==> src/rtl/stdcore_pkg.sv <==
// rtl/stdcore_pkg.sv - shared types for the stdcore SRAM streaming blocks
//
// Purpose: transfer FSM state encoding and skid-buffer sizing shared by
//          stdcore_sram_tx and stdcore_skid2.
// Ports:   none (package).

package stdcore_pkg;

  // Transfer engine states: IDLE accepts commands, RUN streams words.
  typedef enum logic {
    ST_IDLE = 1'b0,
    ST_RUN  = 1'b1
  } tx_state_t;

  // Skid buffer holds at most two words; occupancy counts 0..2.
  localparam int unsigned SKID_ENTRIES = 2;
  typedef logic [1:0] skid_occ_t;

  localparam skid_occ_t SKID_FULL = skid_occ_t'(SKID_ENTRIES);

endpackage

==> src/rtl/stdcore_skid2.sv <==
// rtl/stdcore_skid2.sv - two-entry registered skid buffer
//
// Purpose: decouples the fixed-latency SRAM read path from a stalling
//          downstream consumer. The head entry is registered and drives
//          the output directly, so c never changes while c_val&!c_rdy.
// Ports:
//   clk, arst_n       clock, asynchronous active-low reset
//   clr               synchronous clear (drops all entries)
//   p, p_val, p_rdy   producer side; word enters on p_val&p_rdy
//   c, c_val, c_rdy   consumer side; word leaves on c_val&c_rdy
//   occ               current number of stored words (0..2)

module stdcore_skid2
  import stdcore_pkg::*;
#(
  parameter int DW = 16
) (
  input  logic          clk,
  input  logic          arst_n,
  input  logic          clr,
  input  logic [DW-1:0] p,
  input  logic          p_val,
  output logic          p_rdy,
  output logic [DW-1:0] c,
  output logic          c_val,
  input  logic          c_rdy,
  output skid_occ_t     occ
);

  logic [DW-1:0] head_q;
  logic [DW-1:0] tail_q;
  skid_occ_t     occ_q;
  logic          push;
  logic          pop;

  // A full buffer can still take a word in the same cycle it hands one out.
  assign p_rdy = (occ_q != SKID_FULL) | c_rdy;
  assign c_val = (occ_q != 2'd0);
  assign c     = head_q;
  assign occ   = occ_q;
  assign push  = p_val & p_rdy;
  assign pop   = c_val & c_rdy;

  always_ff @(posedge clk or negedge arst_n) begin
    if (!arst_n) begin
      head_q <= '0;
      tail_q <= '0;
      occ_q  <= '0;
    end else if (clr) begin
      head_q <= '0;
      tail_q <= '0;
      occ_q  <= '0;
    end else begin
      case (occ_q)
        2'd0: begin
          if (push) begin
            head_q <= p;
            occ_q  <= 2'd1;
          end
        end
        2'd1: begin
          if (push && pop) begin
            head_q <= p;
          end else if (push) begin
            tail_q <= p;
            occ_q  <= 2'd2;
          end else if (pop) begin
            occ_q  <= 2'd0;
          end
        end
        default: begin
          // Full: tail moves up on a pop; a simultaneous push refills it.
          if (pop) begin
            head_q <= tail_q;
            if (push) begin
              tail_q <= p;
            end else begin
              occ_q  <= 2'd1;
            end
          end
        end
      endcase
    end
  end

endmodule

==> src/rtl/stdcore_sram_tx.sv <==
// rtl/stdcore_sram_tx.sv - SRAM-to-stream transmit engine
//
// Purpose: on a command (start address, word count) reads consecutive SRAM
//          words, wrapping at DEPTH, and streams them out through a
//          two-entry skid buffer with full throughput and no loss under
//          backpressure. Pulses done for one cycle when the last word leaves.
// Ports:
//   clk                 clock
//   arst_n              asynchronous active-low reset
//   rst_n               synchronous active-low clear
//   cmd_addr, cmd_len   transfer start address and word count (0..DEPTH)
//   cmd_val, cmd_rdy    command handshake
//   raddr, re_n         SRAM read address / active-low read enable
//   rdata               SRAM read data, valid the cycle after re_n low
//   c, c_val, c_rdy     output word stream
//   done                one-cycle end-of-transfer pulse

module stdcore_sram_tx
  import stdcore_pkg::*;
#(
  parameter int DW    = 16,
  parameter int AW    = 9,
  parameter int DEPTH = 512
) (
  input  logic          clk,
  input  logic          arst_n,
  input  logic          rst_n,
  input  logic [AW-1:0] cmd_addr,
  input  logic [AW:0]   cmd_len,
  input  logic          cmd_val,
  output logic          cmd_rdy,
  output logic [AW-1:0] raddr,
  output logic          re_n,
  input  logic [DW-1:0] rdata,
  output logic [DW-1:0] c,
  output logic          c_val,
  input  logic          c_rdy,
  output logic          done
);

  localparam logic [AW-1:0] LAST_ADDR = AW'(DEPTH - 1);

  tx_state_t     state_q;
  tx_state_t     state_d;
  logic [AW-1:0] addr_q;
  logic [AW-1:0] addr_d;
  logic [AW-1:0] raddr_q;
  logic [AW:0]   remaining_q;
  logic [AW:0]   remaining_d;
  logic          inflight_q;
  logic          done_q;
  logic          done_d;
  logic          issue;
  logic          cmd_fire;
  logic          pop;
  logic          last_pop;
  logic          credit_ok;

  skid_occ_t     occ;
  logic          skid_p_rdy;
  logic          skid_c_val;

  // Everything visible is held quiet while either reset is asserted.
  assign cmd_rdy  = (state_q == ST_IDLE) & arst_n & rst_n;
  assign cmd_fire = cmd_val & cmd_rdy;
  assign c_val    = skid_c_val & rst_n;
  assign done     = done_q & rst_n;
  assign pop      = c_val & c_rdy;

  // Words already committed (buffered + read in flight) minus the one leaving
  // this cycle must leave room for another, so the skid can never overflow.
  assign credit_ok = ({1'b0, occ} + {2'b00, inflight_q}) < (3'd2 + {2'b00, pop});

  assign last_pop = (remaining_q == '0) & ~inflight_q & (occ == 2'd1) & pop;

  assign re_n  = ~issue;
  assign raddr = issue ? addr_q : raddr_q;

  always_comb begin
    state_d     = state_q;
    addr_d      = addr_q;
    remaining_d = remaining_q;
    done_d      = 1'b0;
    issue       = 1'b0;
    case (state_q)
      ST_IDLE: begin
        if (cmd_fire) begin
          if (cmd_len == '0) begin
            done_d = 1'b1;
          end else begin
            addr_d      = cmd_addr;
            remaining_d = cmd_len;
            state_d     = ST_RUN;
          end
        end
      end
      ST_RUN: begin
        issue = rst_n & (remaining_q != '0) & credit_ok;
        if (issue) begin
          addr_d      = (addr_q == LAST_ADDR) ? '0 : addr_q + 1'b1;
          remaining_d = remaining_q - 1'b1;
        end
        if (last_pop) begin
          state_d = ST_IDLE;
          done_d  = 1'b1;
        end
      end
      default: begin
        state_d = ST_IDLE;
      end
    endcase
  end

  always_ff @(posedge clk or negedge arst_n) begin
    if (!arst_n) begin
      state_q     <= ST_IDLE;
      addr_q      <= '0;
      raddr_q     <= '0;
      remaining_q <= '0;
      inflight_q  <= 1'b0;
      done_q      <= 1'b0;
    end else if (!rst_n) begin
      state_q     <= ST_IDLE;
      addr_q      <= '0;
      raddr_q     <= '0;
      remaining_q <= '0;
      inflight_q  <= 1'b0;
      done_q      <= 1'b0;
    end else begin
      state_q     <= state_d;
      addr_q      <= addr_d;
      remaining_q <= remaining_d;
      inflight_q  <= issue;
      done_q      <= done_d;
      if (issue) begin
        raddr_q <= addr_q;
      end
    end
  end

  // rdata belongs to the read issued last cycle; the credit rule guarantees
  // the skid has room for it.
  stdcore_skid2 #(
    .DW(DW)
  ) u_skid (
    .clk    (clk),
    .arst_n (arst_n),
    .clr    (~rst_n),
    .p      (rdata),
    .p_val  (inflight_q),
    .p_rdy  (skid_p_rdy),
    .c      (c),
    .c_val  (skid_c_val),
    .c_rdy  (c_rdy),
    .occ    (occ)
  );

  always @(posedge clk) begin
    if (arst_n && rst_n && inflight_q) begin
      assert (skid_p_rdy);
    end
  end

endmodule

==> config.mk <==
export PLATFORM = sky130hd
export DESIGN_NAME = stdcore_sram_tx
export DESIGN_NICKNAME = d
export VERILOG_FILES = /design/src/rtl/stdcore_pkg.sv /design/src/rtl/stdcore_skid2.sv /design/src/rtl/stdcore_sram_tx.sv
export SDC_FILE = /design/constraint.sdc
export NUM_CORES = 1
export LEC_CHECK = 0
export ABC_AREA = 1
export ABC_CLOCK_PERIOD_IN_PS = 2450
export CORE_ASPECT_RATIO = 1.75
export CORE_MARGIN = 1
export CORE_UTILIZATION = 40
export CTS_CLUSTER_DIAMETER = 60
export DETAILED_ROUTE_END_ITERATION = 8
export GPL_TIMING_DRIVEN = 0
export HOLD_SLACK_MARGIN = 0.05
export PLACE_DENSITY = 0.72
export SYNTH_ARGS = -nofsm -noshare
export SYNTH_HDL_FRONTEND = slang
export SYNTH_SLANG_ARGS = --single-unit
==> constraint.sdc <==
create_clock -name clk -period 2.45 [get_ports clk]
set_input_delay 0.3675 -clock clk [delete_from_list [all_inputs] [get_ports clk]]
set_output_delay 0.3675 -clock clk [all_outputs]
set_load 0.005 [all_outputs]
---- After elaboration in Yosys (flattened, before gate mapping) ----
Cells that the tools add are included.
Widths: inputs -> output; s select.
word-level totals
  register bits after elaboration ......... 65
  latch bits .............................. 0
  RAM bits ................................ 0
  memory bits (read-only) ................. 0
  input port bits ......................... 40
  output and inout bits ................... 29
  logic and storage cells ................. 98
  memories ................................ 0
cells by class
  add/sub/neg operators ................... 4
  multiply operators ...................... 0
  divide/modulo/power cells ............... 0
  $lt $le $gt $ge ......................... 1
  eq/ne operators ......................... 14
  shift-type cells ........................ 0
  mux-type cells .......................... 43
  bitwise logic cells ..................... 17
  reductions and logical operators ........ 10
operator list
  operator               count
  $mux 16                8
  $pmux 16 s2            2
  $mux 9                 7
  $mux 10                4
  $logic_not 10->1       2
  $pmux 10 s2            1
  $pmux 9 s2             1
  $mux 2                 7
  $and 1x1->1            13
  $mux 1                 10
  $reduce_bool 10->1     1
  $sub 10x1->10 const B  1
  $add 9x1->9 const B    1
  $eq 9x9->1 const B     1
  $ne 3x2->1 const B     3
  $ne 3x3->1 const B     3
  $reduce_and 3->1       3
  $reduce_and 5->1       1
  $ne 2x2->1 const B     2
  $ne 4x1->1 const B     1
  $ne 4x2->1 const B     1
  $ne 4x4->1 const B     1
  $pmux 1 s2             2
  $pmux 2 s2             1
  10 further kinds       12

---- Logic depth before layout (Yosys ltp) ----
  depth in word-level cells ............... 9
  depth in mapped cells ................... 11
  mapped depth without buffers ............ 11

---- By module ----
From an unflattened synthesis, not the netlist that was laid out.
second synthesis, totals
  cells, all modules ...................... 497
  area total of the unflattened synthesis .. 3759.9 µm²
by module, submodules not included
  module           times used  cells each  area each (µm²)  seq. area each (µm²)
  stdcore_sram_tx  1           307         2060.7           775.7
  stdcore_skid2    1           190         1699.1           850.8

---- Least setup slack after synthesis ----
OpenSTA, ideal clock, no wires.
  kind .................................... reg2out
  start point ............................. reg u_skid.occ_q[0] (netlist: u_skid.occ[0])
  end point ............................... out raddr[0]
  arrival ................................. 1.500 ns
  data required time ...................... 2.082 ns
  path slack .............................. 0.582 ns
  stages on the path, launching flop included .. 8
  buffers on the path ..................... 1
  cell sequence ........................... dfrtp_1 ha_1 ha_1 nor3_1 nand3_2 buf_2 o21ai_1 inv_1
on the way
  word-level cells in the longest chain between the ends .. 8
  elaborated cells between the ends (all ways) .. 9
  those cells by class .................... add/sub: 2; order compare: 1; mux: 2; bitwise: 3; reduce/logical: 1
ends and longest elaborated chain
  element                   RTL line               RTL
  start: declaration        stdcore_skid2.sv:32    skid_occ_t occ_q;
  start signal: assignment  stdcore_skid2.sv:48    occ_q <= '0;
  start signal: assignment  stdcore_skid2.sv:52    occ_q <= '0;
  start signal: assignment  stdcore_skid2.sv:58    occ_q <= 2'd1;
  $reduce_bool 2->1         stdcore_skid2.sv:38    assign c_val = (occ_q != 2'd0);
  $and 1x1->1               stdcore_sram_tx.sv:66  assign c_val = skid_c_val & rst_n;
  $and 1x1->1               stdcore_sram_tx.sv:68  assign pop = c_val & c_rdy;
  $add 2x1->3               stdcore_sram_tx.sv:72  assign credit_ok = ({1'b0, occ} + {2'b00, inflight_q}) < (3'd2 + {2'b00, pop});
  $lt 3x3->1 (*)            stdcore_sram_tx.sv:72
  $and 1x1->1 (*)           stdcore_sram_tx.sv:98  issue = rst_n & (remaining_q != '0) & credit_ok;
  $mux 1 (*)                stdcore_sram_tx.sv:85  case (state_q)
  $mux 9 (*)                n/a
  end: declaration          stdcore_sram_tx.sv:32  output logic [AW-1:0] raddr,
Every way passes the cells marked *; elsewhere a longest branch is shown, timed or not.

---- Worst setup path in the final report ----
  start point ............................. reg u_skid.occ_q[0] (netlist: u_skid.occ[0])
  end point ............................... out raddr[4]
The elaborated chain is that of the path after synthesis.

==> flow_summary.yaml <==
synthesis:
  synthArstFlopShare: 1.00
  ys_seq_area_frac: 0.450
  synthFlopType: "dfrtp_1"
  syn_area_um2: 3610
  syn_area_per_cell_um2: 7.22
  synth_cells: 501
  synth_cell_types: 26
  netlist_top_cells_area: "dfrtp_1 45%, nand2_1 17%, nor2_1 5.7%, nand3_1 5.0%, inv_1 4.6%"
  synth-edff-count: 0
  synth_warnings: 0
  synth_top_cell_by_area: "dfrtp_1"
  ys_seq_elements: 65
  synth_fp_nets: 547
  synth_top_area_frac: 0.450
worst_setup_path:
  worstSetupEndpoint: "raddr[4]"
  crit_chain: "ha_4 -> ha_4 -> nor3_4 -> nand3_4 -> buf_6 -> buf_6 -> buf_6 -> nand2_2 -> o21ai_2 -> inv_1 -> buf_2"
  worst-setup-path-type: "reg2out"
  cp-startpoint: "u_skid.occ[0]$_DFFE_PN0P_"
  critical_path_required_ns: 2.08
  rr_endpoint: "addr_q[4]$_DFFE_PN0P_"
  path_common_cell: "buf_6"
  cpMaxStageDelayCell: "dfrtp_2"
  regToRegSetupSlack_ns: 0.28
  end_kind: "primary output"
  worstPathArrival_ns: 2.03
  crit_fanout: 5
  critPathLaunchType: "register"
  reg2regPathDepth: 11
  r2r-start: "addr_q[0]$_DFFE_PN0P_"
  cpPeakStageDelay_ns: 0.42
routing:
  routed_wl_um: 10500
  drt.antenna.violating_nets: 0
  viasPerCell: 5.17
  dr.pass1.iters: 5
  drc: 0
  first_iter_violations: 195
  post_drt_wl_per_cell_um: 14.6
  vias: 3709
cts:
  tritoncts_num_sinks: 65
  cts_root_buf: "clkbuf_16"
  path_clk_slew_ns: 0.06
  hold_buffers: 0
  clock_path_buffers: 2
  clk_latency_ns: 0.34
  cts_max_level: 3
  cts_buffers: 9
  cts_tree: "built"
timing:
  worst_slew_pin_slew_ns: 0.826
  setup_viol: 0
  finalHoldViolations: 0
  max_freq_ghz: 0.417
  setup_slack_ns: 0.0491
  slew_violations: 0
  finClkSkew_ns: 0.00656
  period_share: 0.980
  rsz0062_at_grt: "yes"
  max_slew_margin: 0.449
  period_needed_ns: 2.40
  holdWs_ns: 0.131
layout:
  layout-drive-gt1-share: 0.168
  finish.net_count: 642
  instances_no_fill: 718
  antennaDiodeCount: 0
  area_delta_synth_final_pct: 40.1
  fillCellCount: 813
grt:
  grt_max_degree: 67
  antenna_found_initial: 0
  grt_pass1_vias: 3765
  grt_pass1_wl_um: 17200
  track_usage: 0.240
  grt-ovfl-total: 0
die:
  ios: 69
  initial_core_util: 0.414
  coreArea_um2: 8730
  die_area_um2: 9440
  die_x_um: 73.9
  rows: 45
  die_y_um: 128
placed_design:
  place_hpwl_um: 7100
  port_buffers: 68
  dp_cells: 686
  pre_cts_ws_ns: -0.399
  gp_congestion: 0.911
hold_path:
  hold_path.class: "in2async"
pwr:
  pwr_density_cell_nw_per_um2: 790
  leakagePower_uw: 0.00251
  ir_worst_vdd_uv: 523
run_status:
  status: "completed"
run:
  maxCapViolCount: 0
## power breakdown
group	switching, uW	internal (uW)	total, uW
Sequential	140	1270	1410
Clock	504	993	1500
Combinational	578	511	1090
Total	1220	2780	4000
## sequential cells by signal, indices dropped and copies added, names as in the netlist
register       flops
u_skid.c          16
u_skid.tail_q     16
remaining_q       10
addr_q             9
raddr_q            9
u_skid.occ         2
done_q             1
inflight_q         1
state_q            1
## per-stage QoR
stage	util	setup TNS, ns	cell area (um^2)	power, uW
6_report	0.580	0	5060	4000
5_1_grt	0.580	-0.0859	5060	4180
4_1_cts	0.574	-0.00510	5010	3980
3_5_place_dp	0.509	-2.75	4440	2410
3_3_place_gp	0.509	-119.23	4440	2390
2_1_floorplan	-	0	3610	1940
## cell type report
class | count | area [um^2] | area share
Multi-Input combinational cell | 362 | 1790 | 0.353
Clock buffer | 9 | 225 | 0.0445
Inverter | 49 | 184 | 0.0363
Sequential cell | 65 | 1630 | 0.321
Timing Repair Buffer | 86 | 806 | 0.159
Tap cell | 117 | 146 | 0.0289
Clock inverter | 7 | 119 | 0.0235
Buffer | 23 | 170 | 0.0336
## worst max-delay path, delay by kind of cell, from the launching register on
| kind | cells | cell delay, ns |
|---|---|---|
| adder cells (fa/ha/maj) | 2 | 0.32 |
| AND/OR/NAND/NOR | 3 | 0.40 |
| AO/OA/AOI/OAI | 1 | 0.05 |
| buffers and inverters | 5 | 0.51 |
| flip-flops | 1 | 0.42 |
## repair_timing
action                                  CTS  global route
endpoints found under the setup margin   12            10
buffers inserted                         15             2
resized for setup                        49            27
pin swaps                                 8             6
gates cloned                              2             0
## cells in the final DEF (no fill, tap or decap), drive strengths merged
cell / count
nand4: 4
a22o: 2
clkdlybuf4s50: 56
nor2: 60
clkinv: 2
clkbuf: 19
bufinv: 3
or2: 4
clkdlybuf4s15: 1
nand3: 37
a31o: 1
ha: 6
o21bai: 1
a21oi: 6
buf: 39
a31oi: 18
inv: 49
dfrtp: 65
nand2: 165
o21ai: 55
clkinvlp: 2
dlymetal6s2s: 1
nor3: 3
dlygate4sd2: 2
## cells by family after synthesis
| group | after synthesis | synth area share |
|---|---|---|
| fa+ha+maj | 6 | 0.0208 |
| simple gates | 273 | 0.312 |
| flops | 65 | 0.450 |
| buf+inv | 74 | 0.0924 |
| compound gates | 83 | 0.125 |
## per-layer routing
layer,global-route usage,share of wire
met2,0.420,0.53
met1,0.265,0.38
met4,0.135,0.032
met3,0.0432,0.057
met5,0,0
## worst min-delay path by stage
stage | endpoint | from | cells past startpoint
finish | addr_q[0]$_DFFE_PN0P_ | arst_n | 1
global placement | remaining_q[1]$_DFFE_PN0P_ | remaining_q[1]$_DFFE_PN0P_ | 2
global route | raddr_q[1]$_DFF_PN0_ | arst_n | 1
CTS | addr_q[0]$_DFFE_PN0P_ | arst_n | 1
detailed placement | u_skid.c[1]$_DFFE_PN0P_ | u_skid.c[1]$_DFFE_PN0P_ | 2
floorplan | addr_q[0]$_DFFE_PN0P_ | arst_n | 0
## cell usage after synthesis (4+ instances only)
master    instances
nand4_1           4
buf_4             6
o21ai_0          24
ha_1              6
o21ai_1          31
nand2_1         163
a31oi_1          18
clkbuf_1          5
or2_2             4
a21oi_1           6
inv_1            44
nand3_1          36
inv_2             5
dfrtp_1          65
buf_2             9
nor2_1           55
Note: power is estimated with default switching activity, not from simulation.
